## config.mk

```make
export PLATFORM = sky130hd
export DESIGN_NAME = button_event_decoder
export DESIGN_NICKNAME = d
export VERILOG_FILES = /design/src/rtl/button_event_decoder.sv
export SDC_FILE = /design/constraint.sdc
export NUM_CORES = 1
export LEC_CHECK = 0
export CAP_MARGIN = 20
export CORE_UTILIZATION = 40
export CTS_BUF_LIST = sky130_fd_sc_hd__clkbuf_8
export DETAILED_ROUTE_END_ITERATION = 8
export GPL_TIMING_DRIVEN = 0
export PLACE_DENSITY = 0.66
export SYNTH_ARGS = -nofsm -noshare
export SYNTH_HDL_FRONTEND = slang
export SYNTH_SLANG_ARGS = --single-unit
export TNS_END_PERCENT = 50
```

## constraint.sdc

```tcl
create_clock -name clk -period 1.72 [get_ports clk]
set_input_delay 0.258 -clock clk [delete_from_list [all_inputs] [get_ports clk]]
set_output_delay 0.258 -clock clk [all_outputs]
set_load 0.1 [all_outputs]
```

## src/rtl/button_event_decoder.sv

```systemverilog
// button_event_decoder
// Turns a debounced push-button level into single-clock control events for
// the clock-setting logic: press, release, long-press, and auto-repeat.
// Tick-based timing: all hold and repeat intervals count `tick` strobes.
//
// Optional build macro: BTN_EVT_ACCEL_EN
//   When defined, a 3-bit saturating repeat counter shortens the repeat
//   interval to max(REPEAT_TICKS>>2, 1) after the fourth repeat of a hold.
//
// The release and repeat events are exposed as release_evt / repeat_evt
// because `release` and `repeat` are reserved words in SystemVerilog.
//
// Handshake: none. btn and tick are sampled every clk. Every event output is
// a registered one-clk pulse that appears in the cycle after the sampling edge.
// At most one event pulse is high in any cycle.

module button_event_decoder #(
  parameter int LONG_TICKS   = 500,
  parameter int REPEAT_TICKS = 150,
  parameter int CNT_W        = 16
) (
  input  logic       clk,
  input  logic       rst,
  input  logic       tick,
  input  logic       btn,
  output logic       press,
  output logic       release_evt,
  output logic       long_press,
  output logic       repeat_evt,
  output logic       held,
  output logic [1:0] state_dbg
);

  typedef enum logic [1:0] {
    IDLE    = 2'd0,
    PRESSED = 2'd1,
    HELD    = 2'd2
  } state_t;

  // Terminal counts: the event fires on the tick that finds cnt at N-1.
  localparam logic [CNT_W-1:0] LONG_LAST   = CNT_W'(LONG_TICKS - 1);
  localparam logic [CNT_W-1:0] REPEAT_LAST = CNT_W'(REPEAT_TICKS - 1);

  state_t           state_q, state_d;
  logic [CNT_W-1:0] cnt_q, cnt_d;
  logic             btn_q;
  logic             press_d, release_d, long_d, repeat_d, held_d;
  logic [CNT_W-1:0] interval_last;

`ifdef BTN_EVT_ACCEL_EN
  localparam int               FAST_TICKS = ((REPEAT_TICKS >> 2) < 1) ? 1 : (REPEAT_TICKS >> 2);
  localparam logic [CNT_W-1:0] FAST_LAST  = CNT_W'(FAST_TICKS - 1);

  logic [2:0] rcnt_q, rcnt_d;

  // Fast scroll once four repeats have been issued in the current hold.
  assign interval_last = (rcnt_q >= 3'd4) ? FAST_LAST : REPEAT_LAST;
`else
  assign interval_last = REPEAT_LAST;
`endif

  assign state_dbg = state_q;

  // Next-state, counter and event decode; release has priority over any tick.
  always_comb begin
    state_d   = state_q;
    cnt_d     = cnt_q;
    press_d   = 1'b0;
    release_d = 1'b0;
    long_d    = 1'b0;
    repeat_d  = 1'b0;
`ifdef BTN_EVT_ACCEL_EN
    rcnt_d    = rcnt_q;
`endif
    case (state_q)
      IDLE: begin
        // Counter is parked at zero; a tick on the press edge is not counted.
        cnt_d = '0;
        if (btn && !btn_q) begin
          press_d = 1'b1;
          state_d = PRESSED;
        end
      end
      PRESSED: begin
        if (!btn) begin
          release_d = 1'b1;
          cnt_d     = '0;
          state_d   = IDLE;
        end else if (tick && (cnt_q == LONG_LAST)) begin
          long_d  = 1'b1;
          cnt_d   = '0;
          state_d = HELD;
`ifdef BTN_EVT_ACCEL_EN
          rcnt_d  = 3'd0;
`endif
        end else if (tick) begin
          cnt_d = cnt_q + CNT_W'(1);
        end
      end
      HELD: begin
        if (!btn) begin
          release_d = 1'b1;
          cnt_d     = '0;
          state_d   = IDLE;
        end else if (tick && (cnt_q == interval_last)) begin
          repeat_d = 1'b1;
          cnt_d    = '0;
`ifdef BTN_EVT_ACCEL_EN
          rcnt_d   = (rcnt_q == 3'd7) ? rcnt_q : rcnt_q + 3'd1;
`endif
        end else if (tick) begin
          cnt_d = cnt_q + CNT_W'(1);
        end
      end
      default: begin
        state_d = IDLE;
        cnt_d   = '0;
      end
    endcase
`ifdef BTN_EVT_ACCEL_EN
    if (state_d == IDLE) begin
      rcnt_d = 3'd0;
    end
`endif
    held_d = (state_d != IDLE);
  end

  // State, counter, input sample and registered outputs; reset aborts silently.
  always_ff @(posedge clk or posedge rst) begin
    if (rst) begin
      state_q     <= IDLE;
      cnt_q       <= '0;
      btn_q       <= 1'b0;
      press       <= 1'b0;
      release_evt <= 1'b0;
      long_press  <= 1'b0;
      repeat_evt  <= 1'b0;
      held        <= 1'b0;
    end else begin
      state_q     <= state_d;
      cnt_q       <= cnt_d;
      btn_q       <= btn;
      press       <= press_d;
      release_evt <= release_d;
      long_press  <= long_d;
      repeat_evt  <= repeat_d;
      held        <= held_d;
    end
  end

`ifdef BTN_EVT_ACCEL_EN
  // Repeat counter for the accelerated scroll rate.
  always_ff @(posedge clk or posedge rst) begin
    if (rst) begin
      rcnt_q <= 3'd0;
    end else begin
      rcnt_q <= rcnt_d;
    end
  end
`endif

endmodule

```

# [Yosys cells after proc, flatten, opt, wreduce, memory -nomap -nowiden]
# Cells that the tools add are included.
[word_totals] register_bits=24 latch_bits=0 ramBits=0 rom_bits=0 in_bits=4 output_inout_bits=7 word_cells=41 n_memories=0
[classes] add_sub_neg=1 mul=0 div=0 n_lt_le_gt_ge=0 eq_ne=4 shift=0 muxes=21 bitwise_logic=0 reduce_logical=7
[ops] operator="2-to-1 mux 16 bit" n=5
[ops] operator="case mux 16 bit (2 select lines)" n=1
[ops] operator="adder 16 x 1 -> 16 bit, second input constant" n=1
[ops] operator="== test 16 x 8 -> 1 bit, second input constant" n=1
[ops] operator="== test 16 x 9 -> 1 bit, second input constant" n=1
[ops] operator="2-to-1 mux 1 bit" n=10
[ops] operator="2-to-1 mux 2 bit" n=4
[ops] operator="case mux 2 bit (3 select lines)" n=1
[ops] operator="logical AND 1 bit" n=3
[ops] operator="== test 2 x 1 -> 1 bit, second input constant" n=1
[ops] operator="== test 2 bit, second input constant" n=1
[ops] operator="zero test 2 bit" n=1
[ops] operator="nonzero test 2 bit" n=1
[ops] operator="OR reduction 2 bit" n=1
[ops] operator="zero test 1 bit" n=1

# [Longest topological paths before layout]
# Gate-level depths: netlist of the first run.
[depth] word_depth=6 ltp_mapped=7 depth_no_buf=6

# [Least setup slack after synthesis of the first run]
# OpenSTA, ideal clock, no wires.
[synth_path] kind="reg-to-reg" from="register state_q[1] (netlist: state_dbg[1])" to="register cnt_q[0]" setup_ps=119 arrival_ps=2205 required_time_ps=1601 path_slack_ps=-604 path_stages_with_launch=8 path_buffers=1 period_less_slack_ps=2324 cell_sequence="dfrtp_1 > inv_1 > ha_1 > and2_1 > o31a_1 > o31ai_4 > buf_6 > nor2_1"
[synth_between] elab_chain_len=2 elab_cells_between_ends=3 classes_between="2 x eq/ne; 1 x mux"
[synth_rtl] item="start: declaration" line="44" source="state_t state_q, state_d;"
[synth_rtl] item="start signal: assignment" line="140" source="state_q <= state_d;"
[synth_rtl] item="== test 2 bit / == test 2 x 1 -> 1 bit (equally long branches)" line="75" source="case (state_q)"
[synth_rtl] item="case mux 16 bit (2 select lines) *" line="75"
[synth_rtl] item="net cnt_d[0]" line="45" source="logic [CNT_W-1:0] cnt_q, cnt_d;"
[synth_rtl] item="end signal: assignment" line="141" source="cnt_q <= cnt_d;"
[synth_rtl] item="end: declaration" line="45"
# The timed path passes the listed nets; every way through them passes the cells marked *.

# [Worst setup path in the final report of the first run]
[layout_path] from="register cnt_q[1]" to="register cnt_q[3]"
[layout_between] elab_chain_len=5 elab_cells_between_ends=11 classes_between="1 x add/sub; 2 x eq/ne; 6 x mux; 2 x reduce/logical"
[layout_rtl] item="adder 16 x 1 -> 16 bit (tied with other cells)" line="97, 112"
[layout_rtl] item="2-to-1 mux 16 bit (tied with other cells)" line="96, 111"
[layout_rtl] item="2-to-1 mux 16 bit (on tied branches)" line="105, 89"
[layout_rtl] item="2-to-1 mux 16 bit (on tied branches)" line="101, 85"
[layout_rtl] item="case mux 16 bit (2 select lines) *" line="75"
[layout_rtl] item="net cnt_d[3]" line="45"
# Marked as above.

==> results of run 1 <==
## state kept, by name (all words and copies together), names as in the netlist
| signal | count |
|---|---|
| held | 1 |
| long_press | 1 |
| release_evt | 1 |
| btn_q | 1 |
| press | 1 |
| cnt_q | 16 |
| repeat_evt | 1 |
| state_dbg | 2 |
## power by group through the flow
| stage | sequential (mW) | clock, mW | combinational (mW) |
|---|---|---|---|
| floorplan | 0.876 | 0 | 0.209 |
| global placement | 0.655 | 0 | 0.542 |
| detailed placement | 0.658 | 0 | 0.549 |
| CTS | 0.641 | 0.388 | 0.580 |
| global route | 0.646 | 0.412 | 0.624 |
| finish | 0.641 | 0.377 | 0.591 |
## per-layer routing
metal / vias up / track usage, % / share of wire [%]
met2: 29 / 27.4 / 47
met4: 0 / 7.48 / 1.8
met1: 461 / 21.5 / 46
met5: - / 0 / 0
li1: 488 / - / -
met3: 6 / 2.20 / 4.7
## layout by cell type (no fill, tap or decap), types with 2 or more instances in the layout
cell             synthesis  layout
inv_4                    0       2
buf_4                    1       7
nand3_1                  7       7
xnor2_1                  7       7
clkdlybuf4s15_1          0       5
ha_1                     6       4
clkbuf_8                 0       4
a21oi_1                  3       3
dfrtp_4                  0       2
and3_1                   2       2
dfrtp_1                 24      22
nor2_1                  19      19
xor2_1                   6       6
ha_4                     0       2
clkdlybuf4s15_2          0       2
and4_1                   3       3
clkdlybuf4s50_1          0       2
nor3_1                   4       4
nand4_1                  3       3
inv_1                    5       3
buf_2                    3       3
nand2_1                  7       7
## synth_stat cells (2+ instances only)
library cell  instances  area share (%)
a21oi_1               3             1.2
a31oi_1               2            0.97
and3_1                2            0.97
and4_1                3             2.0
buf_2                 3             1.2
dfrtp_1              24              47
ha_1                  6             5.8
inv_1                 5             1.5
nand2_1               7             2.0
nand3_1               7             2.7
nand4_1               3             1.5
nor2_1               19             5.5
nor3_1                4             1.6
nor4_1                2            0.97
nor4b_1               2             1.4
o21ai_0               2            0.78
or3_1                 2            0.97
xnor2_1               7             4.8
xor2_1                6             4.1
## cell type report
type / count / area [sq um] / share of cell area [%]
Multi-Input combinational cell: 93 / 699 / 43.4
Sequential cell: 24 / 608 / 37.7
Timing Repair Buffer: 15 / 138 / 8.53
Clock buffer: 4 / 55.1 / 3.41
Tap cell: 44 / 55.1 / 3.41
Buffer: 5 / 33.8 / 2.09
Inverter: 5 / 23.8 / 1.47
## stage by stage
stage | TNS [ns] | util (%) | power [mW] | cells
2_1_floorplan | -0.272 | - | 1.09 | 127
6_report | 0 | 52.8 | 1.61 | 190
3_3_place_gp | -1.95 | 48.2 | 1.20 | 180
3_5_place_dp | -2.44 | 48.2 | 1.21 | 180
4_1_cts | -0.0283 | 51.8 | 1.61 | 190
5_1_grt | -1.72 | 52.8 | 1.68 | 190
## kinds of logic after synthesis
group,Yosys count,synth area share (%)
flops,24,46.6
buf+inv,10,4.07
xor+xnor,13,8.83
fa+ha+maj,6,5.82
compound gates,15,9.12
simple gates,59,25.6
## how the worst max path moves through the flow
stage | depth (start not counted) | end | startpoint
global route | 7 | cnt_q[7] | cnt_q[1]
finish | 7 | cnt_q[3] | cnt_q[1]
detailed placement | 5 | cnt_q[12] | cnt_q[3]
floorplan | 7 | cnt_q[0] | state_dbg[1]
global placement | 6 | cnt_q[9] | btn
CTS | 7 | cnt_q[1] | cnt_q[0]
## repair_timing
action	CTS	global route
setup endpoints to repair	25	23
hold buffers	0	0
pin swaps	1	1
gates resized for setup	13	9
setup buffers	6	0
gates cloned	0	0
==> results.cfg, run 1 <==
[outcome]
outcome = finished, final reports clean

[logic_synthesis]
synth_warnings = 0
synth_seq_area_share_pct = 46.6
syn_avg_cell_area_sq_um = 10.2
synth-async-reset-ratio_pct = 100
synthCells = 127
ys_ff_latch = 24
synth_edf_count = 0
synth_fp_nets = 137
synth_cell_types = 37
synthFlopType = dfrtp_1
syn_area_sq_um = 1290

[sta]
fin_ws_ns = 0.00680
setup_viol = 0
worstMarginPinSlew_ns = 0.950
slew_viol_final = 0
timing.hold.ws_ns = 0.259
slew_headroom_pct = 36.9
skew_ns = 0.00218
final_hold_viol_count = 0
finalCritPeriodShare_pct = 99.6
fin_crit_ns = 1.71
max_clock_freq_ghz = 0.584
rsz0062_at_grt = true

[place]
numPortBuffers = 9
dp_slack_ns = -0.184
gp_congestion = 0.813
dp_hpwl_microns = 1740
place_area_sq_um = 1470

[drt]
route.detailed.drc = 0
num_vias = 984
routed_wl_microns = 2490
antenna_left = 0
viasPerCell = 5.18
first_pass_iters = 4
wl_per_cell_microns = 13.1
drt_iter0_drc = 42

[global_routing]
grt_pass1_wl_microns = 4260
first_global_vias = 954
grt_util_all_layers_pct = 16.6
grt_max_degree = 25
overflow = 0
antenna_found_initial = 0

[hold_path]
min_to = cnt_q[1]
hold_path_class = primary input to register
worstHoldStart = tick
holdPathStages = 2

[finish]
n_fill_cell = 287
fin_area_sq_um = 1610
num_antenna_cells = 0
layout-drive-gt1-share_pct = 22.6
areaGrowthSynthToFinish_pct = 25.0
finalNetCount = 157

[cts]
numCtsBuffers = 3
cts-htree-levels = 1
cts_tree = done
insertion_delay_ns = 0.26
clock_path_buffers = 2
cts_sinks = 24
clockRootBuffer = clkbuf_8
cts.reportedPaths.clkPinSlew_ns = 0.08

[power_and_ir_drop]
power.density_nw_per_um2 = 997
sw_frac_of_total_pct = 38.0
p_comb_share_pct = 36.7
p_int_mw = 0.997
seqPwrFrac_pct = 39.8
ir_worst_vdd_mv = 0.560
power_leakage_nw = 0.643
p_switching_mw = 0.612
p_clk_share_pct = 23.4

[critical_path]
critPathCaptureType = register
critPathSlowestCell = dfrtp_1
r2r-start = cnt_q[1]
crit_chain = inv_1, ha_1, nor4b_4, a31oi_2, o31ai_4, buf_6, nor2_1
crit_fanout = 10
crit_family = compound AO/OA/AOI/OAI gates
cp_num_buf_inv = 2
r2r_setup_slack_ns = 0.007
worstSetupPathType = register to register
cpPeakStageDelay_ns = 0.41
worst_r2r_endpoint = cnt_q[3]
cp-start-kind = register
rr_worst_depth = 7
critical_path_required_ns = 1.88
critical_path_arrival_ns = 1.87

[floorplanning]
die_y_microns = 58.8
core_sq_um = 3050
start_util_pct = 42.3
row_count = 20
dieArea_sq_um = 3460
die_x_microns = 58.8
ioPinCount = 11

[run]
maxCapViolations = 0
No activity file was read; power rests on OpenSTA's default activity.
==> inputs of run 2 (changes only) <==
- CORE_ASPECT_RATIO: unset -> 0.8
- CTS_BUF_LIST: sky130_fd_sc_hd__clkbuf_8 -> unset
==> run 2 against run 1 <==
- the flow now finishes with violations (setup timing)
- sequential power about the same
- die area hardly changed
- cell count is 1.1% lower
- combinational power increased by 14%
- largest cell class unchanged
- first-iteration DRC count up 17%
- largest power group is now combinational logic
- via count grew 3.0%
- count of clock-buffer cells in the layout stayed put
- global-route usage up 2.2 points
- clock power is essentially flat
- routed wire length up 13%
- fmax is 2.2% lower
- utilization increased by 2.8 points
==> results.cfg, run 2 (synthesis results as in run 1) <==
[critical_path]
critical_path_required_ns = 1.88
worst_r2r_endpoint = cnt_q[0]
critical_path_arrival_ns = 1.91
critPathSlowestCell = dfrtp_1
cp_num_buf_inv = 3
crit_fanout = 5
r2r-start = cnt_q[1]
rr_worst_depth = 8
cpPeakStageDelay_ns = 0.43
r2r_setup_slack_ns = -0.03
worstSetupPathType = register to register
crit_chain = inv_2, ha_4, nor4b_4, a31oi_2, o31ai_4, buf_6, buf_8, nor2_2
critPathCaptureType = register
crit_family = compound AO/OA/AOI/OAI gates
cp-startpoint = cnt_q[1]
cp-start-kind = register

[drt]
wl_per_cell_microns = 15.0
num_vias = 1014
route.detailed.drc = 0
routed_wl_microns = 2820
first_pass_iters = 4
viasPerCell = 5.39
drt_iter0_drc = 49
antenna_left = 0

[sta]
fin_crit_ns = 1.75
worstMarginPinSlew_ns = 0.950
fin_setup_tns_ns = -0.256
max_clock_freq_ghz = 0.571
rsz0062_at_grt = true
finalCritPeriodShare_pct = 102
final_hold_viol_count = 0
skew_ns = 0.00220
fin_ws_ns = -0.0315
slew_viol_final = 0
slew_headroom_pct = 36.9
setup_viol = 14

[power_and_ir_drop]
p_int_mw = 1.04
sw_frac_of_total_pct = 38.5
p_comb_share_pct = 39.8
p_clk_share_pct = 22.4
seqPwrFrac_pct = 37.8
ir_worst_vdd_mv = 0.826
power.density_nw_per_um2 = 989
p_switching_mw = 0.653
power_leakage_nw = 0.673

[finish]
post-route-util_pct = 55.6
layout-drive-gt1-share_pct = 35.1
n_fill_cell = 251
areaGrowthSynthToFinish_pct = 33.0
num_antenna_cells = 0
finalNetCount = 159
largest_reg_flops = 16
final_cell_mix = 22 x dfrtp_1, 10 x nor2_1, 9 x nor2_2, 7 x xnor2_1
layout_commonest_cell = dfrtp_1
fin_area_sq_um = 1720
largest_register = cnt_q

[global_routing]
antenna_found_initial = 0
grt_pass1_wl_microns = 4690
first_global_vias = 945
grt_max_degree = 25
overflow = 0
grt_util_all_layers_pct = 18.8

[floorplanning]
die_y_microns = 52.8
ioPinCount = 11
dieArea_sq_um = 3460
core_sq_um = 3090
die_x_microns = 65.5
start_util_pct = 41.8
row_count = 18

[cts]
insertion_delay_ns = 0.27
cts-htree-levels = 1
clock_path_buffers = 2
clockRootBuffer = clkbuf_8
cts.reportedPaths.clkPinSlew_ns = 0.08
cts_tree = done
cts_hold_buffers = 0
cts_sinks = 24
numCtsBuffers = 3

[hold_path]
holdPathStages = 2
hold_path_class = primary input to register
worstHoldStart = tick
min_to = cnt_q[1]

[place]
dp_hpwl_microns = 1860
gp_congestion = 0.803
numPortBuffers = 9
place_area_sq_um = 1470

[outcome]
outcome = finished with violations
violations = setup timing

[run]
maxCapViolations = 0
==> run 2: area by class of cell <==
cell class	count	area [sq um]	area share [%]
Multi-Input combinational cell	93	768	44.8
Sequential cell	24	608	35.4
Timing Repair Buffer	17	170	9.92
Clock buffer	4	55.1	3.21
Tap cell	40	50.0	2.92
Buffer	5	40.0	2.33
Inverter	5	23.8	1.39
==> run 2: power by group through the flow <==
stage,logic [mW],registers (mW),clock network (mW)
after floorplan,0.209,0.876,0
after global placement,0.544,0.654,0
after detailed placement,0.551,0.657,0
after CTS,0.563,0.642,0.389
after global routing,0.714,0.650,0.419
final,0.675,0.642,0.380
==> run 2: worst reg2reg max path, cell delays in order (launching register included) <==
cell and delay, ns:
dfrtp_1 0.43, inv_2 0.09, ha_4 0.13, nor4b_4 0.23
a31oi_2 0.16, o31ai_4 0.27, buf_6 0.16, buf_8 0.13
nor2_2 0.04
==> run 2: through the flow <==
stage,instances,hold WS [ns],power (mW),setup WS [ns]
detailed placement,176,0.517,1.21,-0.151
global placement,176,0.507,1.20,-0.128
CTS,183,0.235,1.59,-0.0213
floorplan,127,0.273,1.09,-0.0274
finish,188,0.239,1.70,-0.0315
global route,188,0.239,1.78,-0.113
==> run 2: how the worst max path moves through the flow <==
stage | to | slack, ns | depth (start not counted)
global placement | state_dbg[0] | -0.13 | 1
CTS | cnt_q[1] | -0.02 | 7
floorplan | cnt_q[0] | -0.03 | 7
finish | cnt_q[0] | -0.03 | 8
global route | cnt_q[0] | -0.11 | 8
detailed placement | cnt_q[0] | -0.15 | 5
==> run 2: routing by layer <==
layer	global-route usage (%)	part of all wire (%)
met1	25.7	47
met2	28.9	47
met3	4.57	4.8
met4	6.52	1.2
met5	0	0
==> run 2: what timing repair did <==
| item | in CTS | in global routing |
|---|---|---|
| gates cloned | 0 | 1 |
| endpoints found under the setup margin | 22 | 23 |
| pin swaps | 1 | 9 |
| setup buffers | 3 | 4 |
| gates resized for setup | 13 | 36 |
